===== src/rtl/pc_fetch.sv =====
// Program counter and instruction fetch for the Hack-style CPU: fetches the
// instruction at pc from ROM over req/ack and hands it to the decoder with valid/done.
//
// state   | meaning
// S_IDLE  | just out of reset, first fetch not yet requested
// S_REQ   | rom_req high, waiting for rom_ack
// S_VALID | instr held for the decoder, waiting for exec_done
module pc_fetch #(
  parameter int ADDR_W = 15,
  parameter int INSTR_W = 16,
  parameter logic [ADDR_W-1:0] RESET_VEC = '0,
  parameter int RET_W = 16
) (
  input  logic               clk,
  input  logic               rst_n,
  input  logic               pc_load,
  input  logic               pc_inc,
  input  logic [ADDR_W-1:0]  jmp_target,
  input  logic               exec_done,
  output logic               rom_req,
  output logic [ADDR_W-1:0]  rom_addr,
  input  logic               rom_ack,
  input  logic [INSTR_W-1:0] rom_data,
  output logic [INSTR_W-1:0] instr,
  output logic               instr_valid,
  output logic [ADDR_W-1:0]  pc,
  output logic [RET_W-1:0]   retired,
  output logic               ctrl_err
);

  typedef enum logic [1:0] {S_IDLE, S_REQ, S_VALID} state_t;

  state_t              state_q, state_d;
  logic [ADDR_W-1:0]   pc_q, pc_d;
  logic                req_q, req_d;
  logic [INSTR_W-1:0]  instr_q, instr_d;
  logic                valid_q, valid_d;
  logic [RET_W-1:0]    ret_q, ret_d;
  logic                err_q, err_d;

  always_ff @(posedge clk or negedge rst_n) begin
    if (!rst_n) begin
      state_q <= S_IDLE;
      pc_q    <= RESET_VEC;
      req_q   <= 1'b0;
      instr_q <= '0;
      valid_q <= 1'b0;
      ret_q   <= '0;
      err_q   <= 1'b0;
    end else begin
      state_q <= state_d;
      pc_q    <= pc_d;
      req_q   <= req_d;
      instr_q <= instr_d;
      valid_q <= valid_d;
      ret_q   <= ret_d;
      err_q   <= err_d;
    end
  end

  always_comb begin
    state_d = state_q;
    pc_d    = pc_q;
    req_d   = req_q;
    instr_d = instr_q;
    valid_d = valid_q;
    ret_d   = ret_q;
    err_d   = err_q;
    case (state_q)
      S_IDLE: begin
        state_d = S_REQ;
        req_d   = 1'b1;
      end
      S_REQ: begin
        if (rom_ack) begin
          instr_d = rom_data;
          valid_d = 1'b1;
          req_d   = 1'b0;
          state_d = S_VALID;
        end
      end
      S_VALID: begin
        if (exec_done) begin
          // neither load nor inc is a jump-control fault; refetch same address
          if (pc_load)     pc_d = jmp_target;
          else if (pc_inc) pc_d = pc_q + 1'b1;
          else             err_d = 1'b1;
          if (ret_q != {RET_W{1'b1}}) ret_d = ret_q + 1'b1;
          valid_d = 1'b0;
          req_d   = 1'b1;
          state_d = S_REQ;
        end
      end
      default: begin
        state_d = S_IDLE;
        req_d   = 1'b0;
      end
    endcase
  end

  assign rom_req     = req_q;
  assign rom_addr    = pc_q;
  assign pc          = pc_q;
  assign instr       = instr_q;
  assign instr_valid = valid_q;
  assign retired     = ret_q;
  assign ctrl_err    = err_q;

endmodule

===== config.mk =====
export PLATFORM = sky130hd
export DESIGN_NAME = pc_fetch
export DESIGN_NICKNAME = d
export VERILOG_FILES = /design/src/rtl/pc_fetch.sv
export SDC_FILE = /design/constraint.sdc
export NUM_CORES = 1
export LEC_CHECK = 0
export CORE_MARGIN = 2
export CORE_UTILIZATION = 46
export CTS_BUF_LIST = sky130_fd_sc_hd__clkbuf_2
export DETAILED_ROUTE_END_ITERATION = 6
export GPL_TIMING_DRIVEN = 0
export MAX_ROUTING_LAYER = met4
export PLACE_DENSITY = 0.92
export SETUP_SLACK_MARGIN = 0.4
export SLEW_MARGIN = 5
export SYNTH_ARGS = -nofsm -noshare
export SYNTH_HDL_FRONTEND = slang
export SYNTH_SLANG_ARGS = --single-unit

===== constraint.sdc =====
create_clock -name clk -period 2.1 [get_ports clk]
set_input_delay 0.42 -clock clk [delete_from_list [all_inputs] [get_ports clk]]
set_output_delay 0.42 -clock clk [all_outputs]
set_load 0.02 [all_outputs]

### Word level (Yosys, flattened, before mapping)

Index checks and enable logic that the tools add are counted.
Widths: inputs -> output; s select.

| word-level totals | value |
|---|---|
| logic and storage cells | 36 |
| register bits after elaboration | 52 |
| bits of input ports | 37 |

| operators by class | value |
|---|---|
| bitwise operators | 2 |
| mux-type cells | 11 |
| eq/ne operators | 5 |
| reduce and logical (&&, ||, !) cells | 9 |
| add/sub/neg operators | 2 |

Operator list:

| cell | count |
|---|---|
| $mux 15 | 2 |
| $add 16x1->16 const B | 1 |
| $ne 16x16->1 const B | 1 |
| $add 15x1->15 const B | 1 |
| $reduce_and 3->1 | 3 |
| $pmux 2 s3 | 1 |
| $mux 1 | 4 |
| $mux 2 | 2 |
| $ne 2x2->1 const B | 2 |
| $reduce_and 2->1 | 2 |
| $reduce_and 4->1 | 1 |
| $reduce_bool 2->1 | 2 |
| $pmux 1 s3 | 1 |
| $eq 2x1->1 const B | 1 |
| $eq 2x2->1 const B | 1 |
| $logic_not 2->1 | 1 |
| $not 1->1 | 2 |
| $pmux 1 s2 | 1 |

### Longest topological paths before layout

Gate-level depths: netlist of the first run.

| depth | value |
|---|---|
| depth in word-level cells | 3 |
| mapped depth | 6 |
| gate-level depth less buffers | 5 |

### Least setup slack after synthesis of the first run

No wires, ideal clock.

| path | value |
|---|---|
| path type | reg-to-reg |
| start point | reg ret_q[0], in the netlist retired[0] |
| end point | reg ret_q[1], in the netlist retired[1] |
| path buffers | 1 |
| data required time | 1,972 ps |
| clock period less this slack | 1,827 ps |
| slack | 273 ps |
| arrival | 1,699 ps |
| setup time | 128 ps |
| cell stages (with the launch flop) | 7 |
| cells stage by stage | dfrtp_1 > ha_1 > and4_1 > and2_1 > buf_4 > a21oi_2 > mux2_1 |

| between the ends | value |
|---|---|
| longest elaborated chain between the ends | 2 |
| elaborated cells between the ends (all ways) | 3 |
| those cells by class | add/sub: 1; eq/ne: 1; reduce/logical: 1 |

RTL lines:

| element | RTL line | text |
|---|---|---|
| from (decl) | 38 | `logic [RET_W-1:0] ret_q, ret_d;` |
| from (signal assigned) | 56 | `ret_q <= ret_d;` |
| parallel branches: the longest is 2 deep, another holds $add 16x1->16 | n/a |  |

Several ways; the timed one is not identified.
A chain may end at the register's enable or synchronous reset.

### Final worst setup path of the first run

| path | value |
|---|---|
| start point | reg pc_q[0], in the netlist pc[0] |
| end point | out rom_addr[0] |

RTL lines:

| element | RTL line | text |
|---|---|---|
| from (decl) | 34 | `logic [ADDR_W-1:0] pc_q, pc_d;` |
| from (signal assigned) | 52 | `pc_q <= pc_d;` |
| to (decl) | 21 | `output logic [ADDR_W-1:0] rom_addr,` |

No word-level cell between the ends.

==> results by group, run 1 <==
STA
  • Worst slew pin tran: 0.542 ns
  • Setup TNS: 0 ns
  • Fin. Hold Viols: 0
  • Final setup violation count: 0
  • Hold_ws: 0.383 ns
  • Fmax achieved: 0.575 GHz
  • Max-slew headroom: 0.639
  • Layout Skew: 0.0151 ns
  • Crit path time final: 1.74 ns
  • RSZ-0062 raised after global routing: true
  • Final period util: 0.828
  • Final Max Tran Viols: 0

Global routing
  • First-pass GRT wire length: 12.5 mm
  • Initial antenna violation count: 0
  • GRT overflow: 0
  • Largest net degree at the start of global routing: 39
  • Number of global-route vias before repair: 2721
  • Total GRT Usage: 0.256

Critical path
  • WS Path Type: reg -> out
  • Type of origin of the critical path: register
  • CP Max Fanout: 2
  • CP Data Arrival Time: 1.32 ns
  • R2R setup slack: 0.40 ns
  • CP Launch Point: pc[0]
  • CP endpoint kind: output port
  • Reg-to-reg startpoint: pc[3]
  • CP Data Required Time: 1.68 ns

Run
  • MaxCap Viol Count: 0

Floorplanning
  • Die area: 6440 um^2
  • Chip width: 80.3 um
  • Die Y: 80.3 um
  • Io pins: 102
  • Initial Util: 0.480
  • FP Rows: 27
  • Core Area: 5570 um^2

Yosys
  • Top FF cell, synth: dfrtp_1
  • Synth cell count leaders: dfrtp_1 (52), a21oi_1 (19), nand2_1 (18)
  • Syn Area/Cell: 10.4 um^2
  • Mapped cell area: 2680 um^2
  • Area leader, netlist: dfrtp_1
  • Post-synthesis sequential area ratio: 0.486
  • Syn Inst Count: 257
  • Yosys reg bits: 52
  • EDFF count, synth: 0
  • Ys Warns: 0
  • Asr flop ratio synth: 1.00
  • Unique masters post-synth: 45
  • Top cells by area, synth: dfrtp_1 (49%), mux2_2 (7.2%), buf_4 (4.8%)
  • Most frequent cell after synthesis: dfrtp_1
  • Syn Nets: 296
  • Top-area cell type share of the netlist area: 0.486

Placement
  • Placed Cells incl. Taps: 431
  • Placer Congestion: 0.894
  • DP HPWL: 5.08 mm
  • Port bufs: 101

Layout
  • Layout Nets: 462
  • Final Non-Filler Cells: 496
  • P&R area growth vs syn: 64.1%
  • Register area: 1320 um^2
  • Layout cells sized above 1: 0.366
  • Antenna diode count: 0
  • Area taken by multi-input logic gates: 1280 um^2
  • Fillers: 358

Clock network
  • Root Buffer: clkbuf_2
  • Max clock buf depth: 2
  • Cts bufs inserted: 5
  • Clock-pin transition on the worst setup and hold timing paths: 0.26 ns
  • TritonCTS clock tree: yes
  • CTS H-tree depth: 2
  • Total clock sinks: 52
  • Clk_lat worst skew: 0.43 ns

Run status
  • Status: completed

Power
  • Pwr dens: 1220 nW/um^2
  • Maximum VDD drop: 0.859 mV
  • Static Leak: 2.07 nW

Route
  • ANT nets after route: 0
  • First DRT Iteration DRCs: 291
  • Post-DR vias/cell: 5.71
  • 1st-pass router iterations: 6
  • Vias: 2834
  • Final WL: 8.82 mm
  • Post-route DRC: 0
  • Routed len/inst: 17.8 um

Worst hold path
  • Hold Crit Class: in -> async
-- critical path, cell delays in order, from the launching register on --
cell	delay [ns]
dfrtp_2	0.47
buf_4	0.15
buf_4	0.12
buf_2	0.15
-- sequential cells by signal (all words and copies together), names as in the netlist --
register     count
ctrl_err         1
instr           16
instr_valid      1
pc              15
retired         16
rom_req          1
state_q          2
-- path summary, 6_finish.rpt --
path,endpoint,depth (start not counted)
hold reg to reg,ctrl_err,1
setup reg to reg,pc[13],6
min in group clk,ctrl_err,1
max in group asynchronous,retired[1],3
hold / removal,instr[6],2
setup / recovery,rom_addr[0],3
-- repair_timing --
action | 4_1_cts | 5_1_grt
setup buffers | 44 | 12
gates resized for setup | 149 | 55
hold buffers | 1 | 0
setup endpoints to repair | 77 | 42
endpoints found under the hold margin | 14 | 0
pin swaps | 3 | 10
-- layout by cell type, fill, tap and decap left out, types with 11 or more instances in the layout --
cell             count
buf_4               49
dfrtp_1             37
dlygate4sd2_1       37
buf_6               36
clkdlybuf4s50_1     35
a21oi_1             19
nand2_1             17
mux2_2              17
dfrtp_2             15
nor2_1              12
clkbuf_2            12
nand4_1             11
o21ai_0             11
-- layout make-up --
type                    instances  area share
repair buffers                159       0.325
flip-flops and latches         52       0.301
multi-input cells             175       0.292
plain buffers                  25      0.0485
well taps                      72      0.0205
clock buffers                   5     0.00570
inverters                       5     0.00428
clock inverters                 3     0.00314
-- per-stage QoR --
stage | utilization | instance area, um^2 | setup WS (ns) | power, mW
floorplan | - | 2700 | 0.401 | 3.11
global placement | 0.682 | 3800 | -1.13 | 4.29
detailed placement | 0.685 | 3820 | -0.153 | 4.37
CTS | 0.750 | 4180 | 0.298 | 4.97
global route | 0.787 | 4390 | 0.303 | 5.63
finish | 0.787 | 4390 | 0.361 | 5.36
-- metal layers --
| metal | GRT usage | wire [um] | vias to the layer above | part of all wire |
|---|---|---|---|---|
| li1 | - | - | 1260 | - |
| met1 | 0.301 | 3260 | 1362 | 0.37 |
| met2 | 0.435 | 4680 | 182 | 0.53 |
| met3 | 0.0483 | 588 | 30 | 0.067 |
| met4 | 0.102 | 293 | 0 | 0.033 |
| met5 | - | 0 | - | 0 |
-- cells by family (layout without fill, tap and decap cells) --
family,count (synthesis),count (layout),synth area share
XOR/XNOR,9,9,0.0295
flip-flops,52,52,0.486
multiplexers,26,26,0.108
adder cells (fa/ha/maj),2,2,0.00935
buffers and inverters,30,197,0.0683
AO/OA/AOI/OAI,56,56,0.131
AND/OR/NAND/NOR,82,82,0.167
-- power by group --
group	switching, mW	total, mW	leakage [nW]	internal [mW]
clock	0.310	0.385	0.0302	0.0749
combinational	1.64	3.33	1.42	1.69
sequential	0.259	1.64	0.621	1.38
Note: power is estimated with default switching activity, not from simulation.
==> inputs of run 2 (changes only) <==
==> constraint.sdc (replaced) <==
create_clock -name clk -period 1.81 [get_ports clk]
set_input_delay 0.362 -clock clk [delete_from_list [all_inputs] [get_ports clk]]
set_output_delay 0.362 -clock clk [all_outputs]
set_load 0.02 [all_outputs]
==> run 2 against run 1 <==
Net effect:
- the run now ends with negative setup slack left
- hold slack worse by 0.022 ns
- critical path depth up 5
- wire length up 83%
- power up 52%
- critical path type is now reg -> reg
==> results by group, run 2 (synthesized netlist as in run 1, its figures left out) <==
Run status
  • Status: finished, violations left
  • Failing checks: negative setup slack

Critical path
  • Crit-path slowest cell: dfrtp_2
  • Crit-path cells: buf_6 > ha_4 > nand4_1 > buf_4 > buf_4 > nor3_4 > a22oi_2 > o2bb2ai_1
  • WS Path Type: reg -> reg
  • R2R setup slack: -0.31 ns (-0.71 ns)
  • CP Data Arrival Time: 2.57 ns (+1.25 ns)
  • CP Max Fanout: 3 (+1)
  • Slowest Stage Delay on Critical Path: 0.45 ns (-0.02 ns)
  • CP endpoint kind: register
  • CP Data Required Time: 2.26 ns (+0.58 ns)
  • Most used cell, CP: buf_4
  • Type of origin of the critical path: register

Route
  • ANT nets after route: 0 (unchanged)
  • 1st-pass router iterations: 7 (+1)
  • Post-DR vias/cell: 6.75 (+18%)
  • First DRT Iteration DRCs: 622 (+110%)
  • Vias: 3717 (+31%)
  • Post-route DRC: 0 (unchanged)
  • Final WL: 16.1 mm (+83%)
  • Routed len/inst: 29.3 um (+64%)

STA
  • Final setup violation count: 7 (+7)
  • Setup TNS: -1.14 ns (-1.14 ns)
  • Worst slew pin tran: 0.603 ns (+0.0613 ns)
  • Fin. Hold Viols: 0 (unchanged)
  • Final Max Tran Viols: 0 (unchanged)
  • Fmax achieved: 0.471 GHz
  • Setup WS post-layout: -0.312 ns (-0.672 ns)
  • Layout Skew: 0.0551 ns (+0.0400 ns)
  • RSZ-0062 raised after global routing: true
  • Crit path time final: 2.12 ns
  • Max-slew headroom: 0.598 (-0.0409)
  • Final period util: 1.17

Global routing
  • Initial antenna violation count: 1 (+1)
  • Largest net degree at the start of global routing: 31 (-21%)
  • Total GRT Usage: 0.348 (+0.0913)
  • GRT overflow: 0 (unchanged)
  • Number of global-route vias before repair: 3263 (+20%)
  • First-pass GRT wire length: 16.6 mm (+33%)

Placement
  • Place WS: -0.346 ns (-0.193 ns)
  • Placed Area: 3900 um^2 (+2.2%)
  • Port bufs: 101 (unchanged)
  • Placer Congestion: 0.900 (+0.65%)
  • DP HPWL: 5.13 mm (+1.0%)
  • Placed Cells incl. Taps: 431 (unchanged)

Floorplanning
  • Chip width: 80.3 um (unchanged)
  • Die Y: 80.3 um (unchanged)
  • Core Area: 5570 um^2 (unchanged)
  • Initial Util: 0.480 (unchanged)
  • Io pins: 102 (unchanged)
  • Die area: 6440 um^2 (unchanged)
  • FP Rows: 27 (unchanged)

Clock network
  • TritonCTS clock tree: yes
  • Cts bufs inserted: 5 (unchanged)
  • Clk_lat worst skew: 0.50 ns (+0.07 ns)
  • Clock-pin transition on the worst setup and hold timing paths: 0.32 ns (+0.06 ns)
  • Max clock buf depth: 2 (unchanged)
  • Total clock sinks: 52 (unchanged)
  • CTS H-tree depth: 2 (unchanged)
  • Root Buffer: clkbuf_2

Layout
  • Fin util: 0.962 (+0.175)
  • Leading cell type in the layout, fill and taps excluded: buf_6
  • Layout cells sized above 1: 0.630 (+0.264)
  • P&R area growth vs syn: 101%
  • Commonest non-fill, non-tap cells in the layout: buf_6 (119), buf_4 (75), clkdlybuf4s50_1 (35), dfrtp_1 (31), dfrtp_2 (21)
  • Layout Nets: 516 (+12%)
  • Final Non-Filler Cells: 551 (+11%)
  • Cell area after layout: 5360 um^2 (+22%)

Worst hold path
  • Hold Crit Class: in -> async

Power
  • Static Leak: 2.47 nW (+19%)
  • Int Pwr: 4.60 mW (+46%)
  • Clock power share: 0.064 (-0.008)
  • P_sw: 3.53 mW (+59%)
  • Comb power frac: 0.672 (+0.050)
  • Maximum VDD drop: 1.16 mV (+35%)
  • Sw Share: 0.434 (+0.0212)
  • Sequential power share: 0.264 (-0.043)
  • Pwr dens: 1510 nW/um^2 (+24%)

Run
  • MaxCap Viol Count: 0 (unchanged)
[run 2: final timing paths]
kind	from	endpoint	depth (start not counted)
hold reg to reg	ctrl_err	ctrl_err	1
min in group clk	rom_data[8]	instr[8]	2
max in group asynchronous	rst_n	rom_req	3
setup / recovery	pc[0]	pc[10]	8
setup reg to reg	pc[0]	pc[10]	8
hold / removal	rst_n	pc[3]	2
[run 2: per-layer routing]
layer  share of wire  track usage  vias up  wire length [um]
met4            0.10        0.215        0              1650
met1            0.32        0.393     1737              5100
met2            0.47        0.562      421              7500
li1                -            -     1366                 -
met5               0            -        -                 0
met3            0.12       0.0775      193              1880
[run 2: power by group through the flow]
stage	logic (mW)	clock network, mW	registers [mW]
6_report	5.46	0.518	2.15
5_1_grt	5.60	0.558	2.14
4_1_cts	3.99	0.472	1.99
3_5_place_dp	3.06	0	2.14
3_3_place_gp	2.97	0	2.10
2_1_floorplan	1.16	0	2.55
[run 2: area by class of cell]
class                   count  area (um^2)
plain buffers              25          262
clock inverters             3         18.8
fillers                   116          210
clock buffers               5         25.0
flip-flops and latches     52         1330
inverters                   5         18.8
well taps                  72         90.1
repair buffers            213         2090
diodes                      1         2.50
multi-input cells         175         1530
[run 2: what timing repair did]
action	4_1_cts	5_1_grt
gates cloned	0	1
hold endpoints to repair	22	0
endpoints found under the setup margin	104	104
hold buffers	1	0
resized for setup	421	104
buffers inserted	71	38
pin swaps	31	27
[run 2: stage by stage]
stage                     power [mW]  hold WS (ns)
after floorplan                 3.71        0.0664
after CTS                       6.44         0.391
after detailed placement        5.20         0.379
after global placement          5.07         0.441
after global routing            8.30         0.375
final                           8.12         0.361
[run 2: critical path, delay by kind of cell (launching register included)]
family / cells / cell delay (ns)
adders and majority gates: 1 / 0.15
AOI/OAI and AO/OA: 2 / 0.31
DFF: 1 / 0.45
buffers and inverters: 3 / 0.59
and+or+nand+nor: 2 / 0.62
==> inputs of run 3 (changes only) <==
--- a/config.mk
+++ b/config.mk
@@ -17,3 +17,4 @@
 export SYNTH_ARGS = -nofsm -noshare
 export SYNTH_HDL_FRONTEND = slang
 export SYNTH_SLANG_ARGS = --single-unit
+export TNS_END_PERCENT = 30
==> run 3 against run 2 <==
Net effect:
- the run now ends clean
- highest routed layer unchanged
- via count fell by 16%
- global-route usage fell by 8.1 points
- clock skew fell by 0.045 ns
- register-to-register slack improved by 0.42 ns
- combinational power is 24% lower
- critical endpoint is now pc[6]
- clock power decreased by 6.8%
- final cell count fell by 5.6%
- first-iteration DRC count down 58%
- non-clock buffer count down 30
- die area is the same
- power fell by 19%
==> results by group, run 3 (synthesized netlist as in run 1, its figures left out) <==
Run status
  • Status: completed

Layout
  • Layout cells sized above 1: 0.478 (-0.152)
  • Layout Nets: 486 (-5.8%)
  • Fillers: 286 (+150%)
  • Commonest non-fill, non-tap cells in the layout: buf_4 (72), buf_6 (58), dfrtp_1 (37), clkdlybuf4s50_1 (35), dlygate4sd2_1 (24)
  • Leading cell type in the layout, fill and taps excluded: buf_4
  • Antenna diode count: 0 (-1)
  • P&R area growth vs syn: 78.0%
  • Register area: 1320 um^2 (-0.56%)
  • Area taken by multi-input logic gates: 1380 um^2 (-9.8%)
  • Fin util: 0.854 (-0.108)

STA
  • Setup WS post-layout: 0.105 ns (+0.416 ns)
  • Hold_ws: 0.291 ns (-0.0705 ns)
  • Worst slew pin tran: 0.345 ns (-0.258 ns)
  • Fmax achieved: 0.586 GHz (+24%)
  • Crit path time final: 1.71 ns (-0.416 ns)
  • Final Max Tran Viols: 0 (unchanged)
  • Layout Skew: 0.00989 ns (-0.0452 ns)
  • Fin. Hold Viols: 0 (unchanged)
  • Setup TNS: 0 ns (+1.14 ns)
  • Final setup violation count: 0 (-7)
  • Max-slew headroom: 0.767 (+0.169)
  • RSZ-0062 raised after global routing: true
  • Final period util: 0.942 (-0.230)

Critical path
  • Type of origin of the critical path: register
  • Reg-to-reg startpoint: pc[1]
  • CP Max Fanout: 7 (+4)
  • CP endpoint kind: register
  • CP Launch Point: pc[1]
  • WS Path Type: reg -> reg
  • CP Data Arrival Time: 2.10 ns (-0.47 ns)
  • R2R depth: 7 (-1)
  • CP Data Required Time: 2.20 ns (-0.06 ns)

Placement
  • Place WS: -0.319 ns (+0.0268 ns)
  • DP HPWL: 5.16 mm (+0.61%)
  • Placer Congestion: 0.898 (-0.22%)
  • Port bufs: 101 (unchanged)

Floorplanning
  • Core Area: 5570 um^2 (unchanged)
  • Io pins: 102 (unchanged)
  • Initial Util: 0.480 (unchanged)
  • FP Rows: 27 (unchanged)
  • Die area: 6440 um^2 (unchanged)
  • Chip width: 80.3 um (unchanged)
  • Die Y: 80.3 um (unchanged)

Route
  • First DRT Iteration DRCs: 259 (-58%)
  • Post-route DRC: 0 (unchanged)
  • Final WL: 10.4 mm (-35%)
  • 1st-pass router iterations: 5 (-2)
  • Post-DR vias/cell: 5.97 (-12%)
  • ANT nets after route: 0 (unchanged)
  • Routed len/inst: 20.0 um (-32%)
  • Vias: 3104 (-16%)

Run
  • MaxCap Viol Count: 0 (unchanged)

Power
  • Comb power frac: 0.626 (-0.046)
  • Pwr dens: 1390 nW/um^2 (-8.5%)
  • Maximum VDD drop: 1.09 mV (-6.0%)
  • Overall power: 6.60 mW (-19%)
  • P_sw: 2.75 mW (-22%)
  • Clock power share: 0.073 (+0.009)
  • Sw Share: 0.416 (-0.0179)
  • Sequential power share: 0.301 (+0.037)
  • Int Pwr: 3.85 mW (-16%)
  • Static Leak: 2.22 nW (-9.9%)

Clock network
  • TritonCTS clock tree: yes
  • Total clock sinks: 52 (unchanged)
  • Root Buffer: clkbuf_2
  • Max clock buf depth: 2 (unchanged)
  • Cts bufs inserted: 5 (unchanged)
  • Clock-pin transition on the worst setup and hold timing paths: 0.26 ns (-0.06 ns)
  • CTS H-tree depth: 2 (unchanged)
  • Clk_lat worst skew: 0.46 ns (-0.04 ns)

Global routing
  • First-pass GRT wire length: 13.1 mm (-21%)
  • Initial antenna violation count: 0 (-1)
  • Number of global-route vias before repair: 2739 (-16%)
  • Total GRT Usage: 0.266 (-0.0814)
  • Largest net degree at the start of global routing: 39 (+26%)
  • GRT overflow: 0 (unchanged)

Worst hold path
  • Hold Crit Class: in -> async
==> run 3: cell types whose count changed in the layout (fill, tap and decap cells not counted), sizes merged <==
cell / before / now
clkdlybuf4s15: 0 / 6
buf: 199 / 137
diode: 1 / 0
clkinvlp: 2 / 1
clkbuf: 8 / 11
dlygate4sd2: 0 / 24
==> run 3: stage by stage <==
step,instance area [um^2],instances
after CTS,4320,487
after global routing,4760,520
after detailed placement,3850,431
after floorplan,2730,257
after global placement,3830,430
final,4760,520
==> run 3: layout make-up <==
| class | count | area share |
|---|---|---|
| Timing Repair Buffer | 183 | 0.351 |
| Multi-Input combinational cell | 175 | 0.290 |
| Sequential cell | 52 | 0.277 |
| Buffer | 25 | 0.0502 |
| Tap cell | 72 | 0.0189 |
| Clock buffer | 6 | 0.00631 |
| Inverter | 5 | 0.00394 |
| Clock inverter | 2 | 0.00236 |
==> run 3: what timing repair did <==
action | 4_1_cts | 5_1_grt
gates resized for setup | 249 | 76
endpoints found under the setup margin | 104 | 104
pin swaps | 8 | 18
hold buffers | 1 | 0
cloned | 0 | 1
buffers inserted | 47 | 32
hold endpoints to repair | 14 | 0
==> run 3: critical path, stage by stage (launching register included) <==
cell and delay [ns]:
dfrtp_2 0.47, buf_6 0.14, ha_4 0.17, nand4_1 0.11, buf_6 0.17, o21ai_0 0.28
a21oi_1 0.12, a21oi_1 0.18
==> run 3: power groups by stage <==
stage | clock (mW) | sequential [mW] | combinational (mW)
detailed placement | 0 | 2.09 | 3.04
global route | 0.525 | 2.03 | 4.33
finish | 0.483 | 1.99 | 4.13
floorplan | 0 | 2.51 | 1.14
global placement | 0 | 2.05 | 2.96
CTS | 0.480 | 1.95 | 3.59
==> run 3: worst paths after layout <==
path                          endpoint  slack [ns]
max reg2reg                      pc[6]        0.10
max                              pc[6]        0.10
max in group asynchronous        pc[8]        0.98
min reg2reg                instr_valid        0.52
min in group clk              instr[1]        0.49
min                           instr[2]        0.29
==> run 3: layer usage <==
metal / part of all wire / GRT usage
met5: 0 / -
met4: 0.052 / 0.0915
met3: 0.082 / 0.0348
met2: 0.50 / 0.469
met1: 0.36 / 0.314
